## src/rtl/regfile_mp.sv

```systemverilog
// regfile_mp: multi-port register file with two write ports and a per-register busy scoreboard.
// Latency: reads are combinational (0 cycles); writes and scoreboard updates commit on the rising clk_i edge.
// Backpressure: none. Every write, reserve and read is accepted in the cycle it is presented.
//
// Ports:
//   clk_i, rst_i                   clock; asynchronous active-high reset
//   rd_addr_i / rd_data_o          NRD packed read ports (port k at [k*W +: W])
//   rd_busy_o                      per-port "operand has an outstanding W1 write"
//   w0_en_i/w0_addr_i/w0_data_i    write port 0 (ALU / writeback)
//   w1_en_i/w1_addr_i/w1_data_i    write port 1 (long-latency load return); also clears busy
//   rsv_en_i/rsv_addr_i            mark a register busy (pending W1 write)
//   wr_conflict_o                  registered pulse: previous cycle had W0 and W1 to the same nonzero address
// Build option: define REGFILE_BYPASS_EN to forward same-cycle write data and busy clears to the read ports.
module regfile_mp #(
    parameter int DATA_W = 32,
    parameter int ADDR_W = 5,
    parameter int NRD    = 2
) (
    input  logic                  clk_i,
    input  logic                  rst_i,
    input  logic [NRD*ADDR_W-1:0] rd_addr_i,
    output logic [NRD*DATA_W-1:0] rd_data_o,
    output logic [NRD-1:0]        rd_busy_o,
    input  logic                  w0_en_i,
    input  logic [ADDR_W-1:0]     w0_addr_i,
    input  logic [DATA_W-1:0]     w0_data_i,
    input  logic                  w1_en_i,
    input  logic [ADDR_W-1:0]     w1_addr_i,
    input  logic [DATA_W-1:0]     w1_data_i,
    input  logic                  rsv_en_i,
    input  logic [ADDR_W-1:0]     rsv_addr_i,
    output logic                  wr_conflict_o
);
    localparam int DEPTH = 2 ** ADDR_W;

    logic [DATA_W-1:0] r_mem [DEPTH];
    logic [DEPTH-1:0]  r_busy;
    logic              r_conflict;

    logic w_w0_ok;
    logic w_w1_ok;
    logic w_same;

    // Writes to register 0 are discarded, so qualify both enables with a nonzero address.
    assign w_w0_ok = w0_en_i && (w0_addr_i != '0);
    assign w_w1_ok = w1_en_i && (w1_addr_i != '0);
    assign w_same  = w_w0_ok && w_w1_ok && (w0_addr_i == w1_addr_i);

    always_ff @(posedge clk_i or posedge rst_i) begin
        if (rst_i) begin
            for (int i = 0; i < DEPTH; i++) begin
                r_mem[i] <= '0;
            end
            r_busy     <= '0;
            r_conflict <= 1'b0;
        end else begin
            // W0 wins a same-address collision: W1 data is dropped.
            if (w_w1_ok && !w_same) begin
                r_mem[w1_addr_i] <= w1_data_i;
            end
            if (w_w0_ok) begin
                r_mem[w0_addr_i] <= w0_data_i;
            end
            // Clear first, then set: a reserve in the same cycle as a W1 return to the
            // same register is a new pending write and must leave busy set.
            if (w1_en_i) begin
                r_busy[w1_addr_i] <= 1'b0;
            end
            if (rsv_en_i) begin
                r_busy[rsv_addr_i] <= 1'b1;
            end
            r_busy[0]  <= 1'b0;
            r_conflict <= w_same;
        end
    end

    assign wr_conflict_o = r_conflict;

    genvar gk;
    generate
        for (gk = 0; gk < NRD; gk++) begin : g_rd
            logic [ADDR_W-1:0] w_addr;
            logic [DATA_W-1:0] w_data;
            logic              w_busy;

            assign w_addr = rd_addr_i[gk*ADDR_W +: ADDR_W];

            always_comb begin
                w_data = r_mem[w_addr];
                w_busy = r_busy[w_addr];
`ifdef REGFILE_BYPASS_EN
                if (w_w1_ok && (w1_addr_i == w_addr)) begin
                    w_data = w1_data_i;
                    w_busy = rsv_en_i && (rsv_addr_i == w_addr);
                end
                // W0 overrides W1 data, matching the storage priority.
                if (w_w0_ok && (w0_addr_i == w_addr)) begin
                    w_data = w0_data_i;
                end
`endif
                if (w_addr == '0) begin
                    w_data = '0;
                    w_busy = 1'b0;
                end
            end

            assign rd_data_o[gk*DATA_W +: DATA_W] = w_data;
            assign rd_busy_o[gk]                  = w_busy;
        end
    endgenerate
endmodule

```

## config.mk

```make
export PLATFORM = sky130hd
export DESIGN_NAME = regfile_mp
export DESIGN_NICKNAME = d
export VERILOG_FILES = /design/src/rtl/regfile_mp.sv
export SDC_FILE = /design/constraint.sdc
export NUM_CORES = 2
export LEC_CHECK = 0
export CAP_MARGIN = 20
export CORE_UTILIZATION = 30
export DETAILED_ROUTE_END_ITERATION = 12
export GPL_TIMING_DRIVEN = 0
export PLACE_DENSITY = 0.45
export REMOVE_ABC_BUFFERS = 1
export SLEW_MARGIN = 30
export SYNTH_ARGS = -nofsm -noshare
export SYNTH_HDL_FRONTEND = slang
export SYNTH_SLANG_ARGS = --single-unit
```

## constraint.sdc

```tcl
create_clock -name clk_i -period 41 [get_ports clk_i]
set_clock_uncertainty 0.15 [all_clocks]
set_input_delay 12.3 -clock clk_i [delete_from_list [all_inputs] [get_ports clk_i]]
set_output_delay 12.3 -clock clk_i [all_outputs]
set_load 0.05 [all_outputs]
```

==> impl_results.md <==
- Dpl hpwl: 217000 µm
- FILL cells: 21200
- GRT Util Overall: 0.292
- Cts bufs inserted: 130
- Synth area leader: dfrtp_1
- Hold Violations, Final: 0
- Ratio of cells with drive above 1 in the final layout: 0.177
- Post-synth EDFFs: 0
- Largest net degree at the start of global routing: 84
- Vias in the first global route: 56300
- Clk_lat worst skew: 790 ps
- Setup slack after layout: 11590 ps
- Min Tclk post-route: 29410 ps
- CTS Hold Buffers Added: 0
- Met3 Use GR: 0.0593
- Core Util, Final: 0.357
- Most numerous cell in the Yosys netlist: nand2_1
- DR vias: 59100
- Crit path max-delay cell type: clkdlybuf4s50_1
- CTS-repair resized insts: 0
- Unrepaired setup endpoints after global routing: false
- Vias/cell: 5.99
- CTS tree: yes
- GRT overflow: 0
- Met1 usage: 0.354
- DRT Wirelength: 322000 µm
- CP endpoint kind: output port
- Die footprint: 218000 µm²
- Port bufs: 160
- Ports: 161
- Pins over their slew limit: 0
- CP Data Required Time: 28550 ps
- Post-synthesis register bit count: 1056
- Die width: 466 µm
- Status: finished, final reports clean
- Number of max-cap violations: 0
- Syn Area/Cell: 8.97 µm²
- Cells after DPL: 9631
- Max incr delay on CP: 1190 ps
- Worst slew margin: 0.237
- First drt pass iteration count: 6
- P per Cell Area: 48.4 nW/µm²
- Area of the mapped netlist: 64700 µm²
- CTS max path bufs: 3
- Area share of the largest cell type after synthesis: 0.408
- Initial antenna violation count: 24
- Cell Rows: 170
- Nets: 7019
- First-pass GRT wire length: 451000 µm
- Most used routing layer: met2
- Buf/Inv on CP: 8
- Die height: 466 µm
- Slew @ Worst Pin: 1140 ps
- Synth Warn #: 0
- Area of the multi-input gates: 35700 µm²
- DR iter-0 viols: 7252
- Largest cells by area after synthesis: dfrtp_1, mux4_2, nand2_1, a31oi_1, nor2_1
- H-tree Lvls: 4
- Asr flop ratio synth: 1.00
- Pleak: 31.9 nW
- Grt met2 use: 0.472
- Reg clk slew, reported paths: 50 ps
- Layout area overhead: 18.4%
- Antenna-violating nets left: 0
- RePlAce Congestion: 0.822
- Sequential element share of the synthesized area: 0.408
- Starting Density: 0.302
- Hold Path Class: flop to flop
- Fmax: 0.0340 GHz
- Final setup viols: 0
- Sequential cell area: 26400 µm²
- Crit-path cells: buf_8, buf_16, buf_16, buf_16, nor4_2, buf_2, buf_2, buf_2, a21oi_1, o21ai_0, a31oi_1, clkdlybuf4s50_1
- Synth cell count leaders: nand2_1, dfrtp_1, nor2_1
- Tcrit/Tclk final: 0.717
- Core ar.: 214000 µm²
- Wire per inst: 32.7 µm
- Worst Path Class, Setup: input pin to output port
- VDD IR max: 36.7 µV
- # Post-CTS Setup Buffers: 0
- Unique masters post-synth: 39
- Cell family with most CP delay: buffers and inverters
- Post-Syn Instances: 7214
- Critical Path AT: 16960 ps
- Root buffer cell: clkbuf_16
- Crit start category: input pin
- Pre-CTS WS: 11730 ps
- Sink Count: 1056
- DR DRC count: 0
- Crit-path max FO: 44
- Final Non-Filler Cells: 9869
- Main flop type after synthesis: dfrtp_1
-- worst register-to-register path, cell delays in order, from the launching register on --
cell	delay [ps]
dfrtp_1	360
nand2_1	60
a31oi_1	240
-- cell families (layout without fill, tap and decap cells) --
kind of cell / Yosys count / count (layout) / synth area share
AOI/OAI and AO/OA: 1352 / 1352 / 0.133
muxes: 684 / 684 / 0.209
xor gates and xnor gates: 5 / 5 / 0.000677
other: 0 / 11 / 0
and+or+nand+nor: 3266 / 3266 / 0.195
DFF: 1056 / 1056 / 0.408
buffers and inverters: 851 / 657 / 0.0546
-- final timing paths --
kind	cells past startpoint	to	slack, ps	from
setup / recovery	12	rd_data_o[34]	11590	rd_addr_i[6]
hold / removal	0	r_mem[1022]$_DFF_PP0_	240	r_mem[1022]$_DFF_PP0_
setup reg to reg	2	r_mem[655]$_DFF_PP0_	40100	r_mem[655]$_DFF_PP0_
hold reg to reg	0	r_mem[1022]$_DFF_PP0_	240	r_mem[1022]$_DFF_PP0_
max in group asynchronous	6	r_mem[427]$_DFF_PP0_	26940	rst_i
min in group asynchronous	2	r_mem[734]$_DFF_PP0_	11810	rst_i
-- per-layer routing --
layer	part of all wire	vias up	wire length (µm)
met3	0.086	990	27700
met4	0.072	30	23200
li1	-	24900	-
met2	0.47	3458	152000
met5	0.00052	-	169
met1	0.37	29700	120000
-- state kept, by name, summed over array words and instances (netlist names) --
register       cells
r_mem           1024
r_busy            31
wr_conflict_o      1
-- placed cells by master (no fill, tap or decap), types with 5 or more instances in the layout --
master	n
nor2b_1	41
a22oi_1	16
mux4_2	526
buf_6	12
buf_4	15
clkdlybuf4s50_1	86
and3b_1	6
a22o_1	15
diode_2	11
buf_16	111
o21ai_0	57
a221oi_1	50
nor2_1	1052
a21oi_4	31
buf_8	49
and2_1	33
xor2_1	5
nand2_1	2052
a211oi_1	42
nand3b_1	6
inv_6	5
a2111oi_0	12
a31oi_1	998
clkbuf_8	36
mux2_2	59
a2111oi_2	8
a21oi_1	85
clkbuf_16	135
clkinv_2	8
clkbuf_1	39
buf_2	88
a21o_4	31
nand2_4	31
mux2i_1	99
nor3b_1	7
dfrtp_1	1056
buf_12	67
-- metrics by stage --
step / cell area (µm²) / total power [mW] / hold WS (ps) / TNS [ps]
after floorplan: 61200 / 2.15 / 215 / -1239500
after global placement: 66300 / 2.59 / 226 / -
after detailed placement: 72400 / 2.53 / 232 / 0
after CTS: 76600 / 3.70 / 247 / 0
after global routing: 76600 / 3.86 / 256 / 0
final: 76600 / 3.71 / 245 / 0
-- final cells by class --
class,instances,area share
multi-input combinational,5307,0.467
sequential,1056,0.345
timing repair buffer,428,0.0872
clock buffer,210,0.0525
tap,2838,0.0464
clock inverter,17,0.00178
antenna,11,0.000359
inverter,2,0.000196
-- report_power, final --
group          total (mW)  internal [mW]  switching, mW
Sequential           1.53           1.32          0.214
Combinational       0.999          0.494          0.505
Clock                1.17          0.674          0.499
Note: power is estimated with default switching activity, not from simulation.
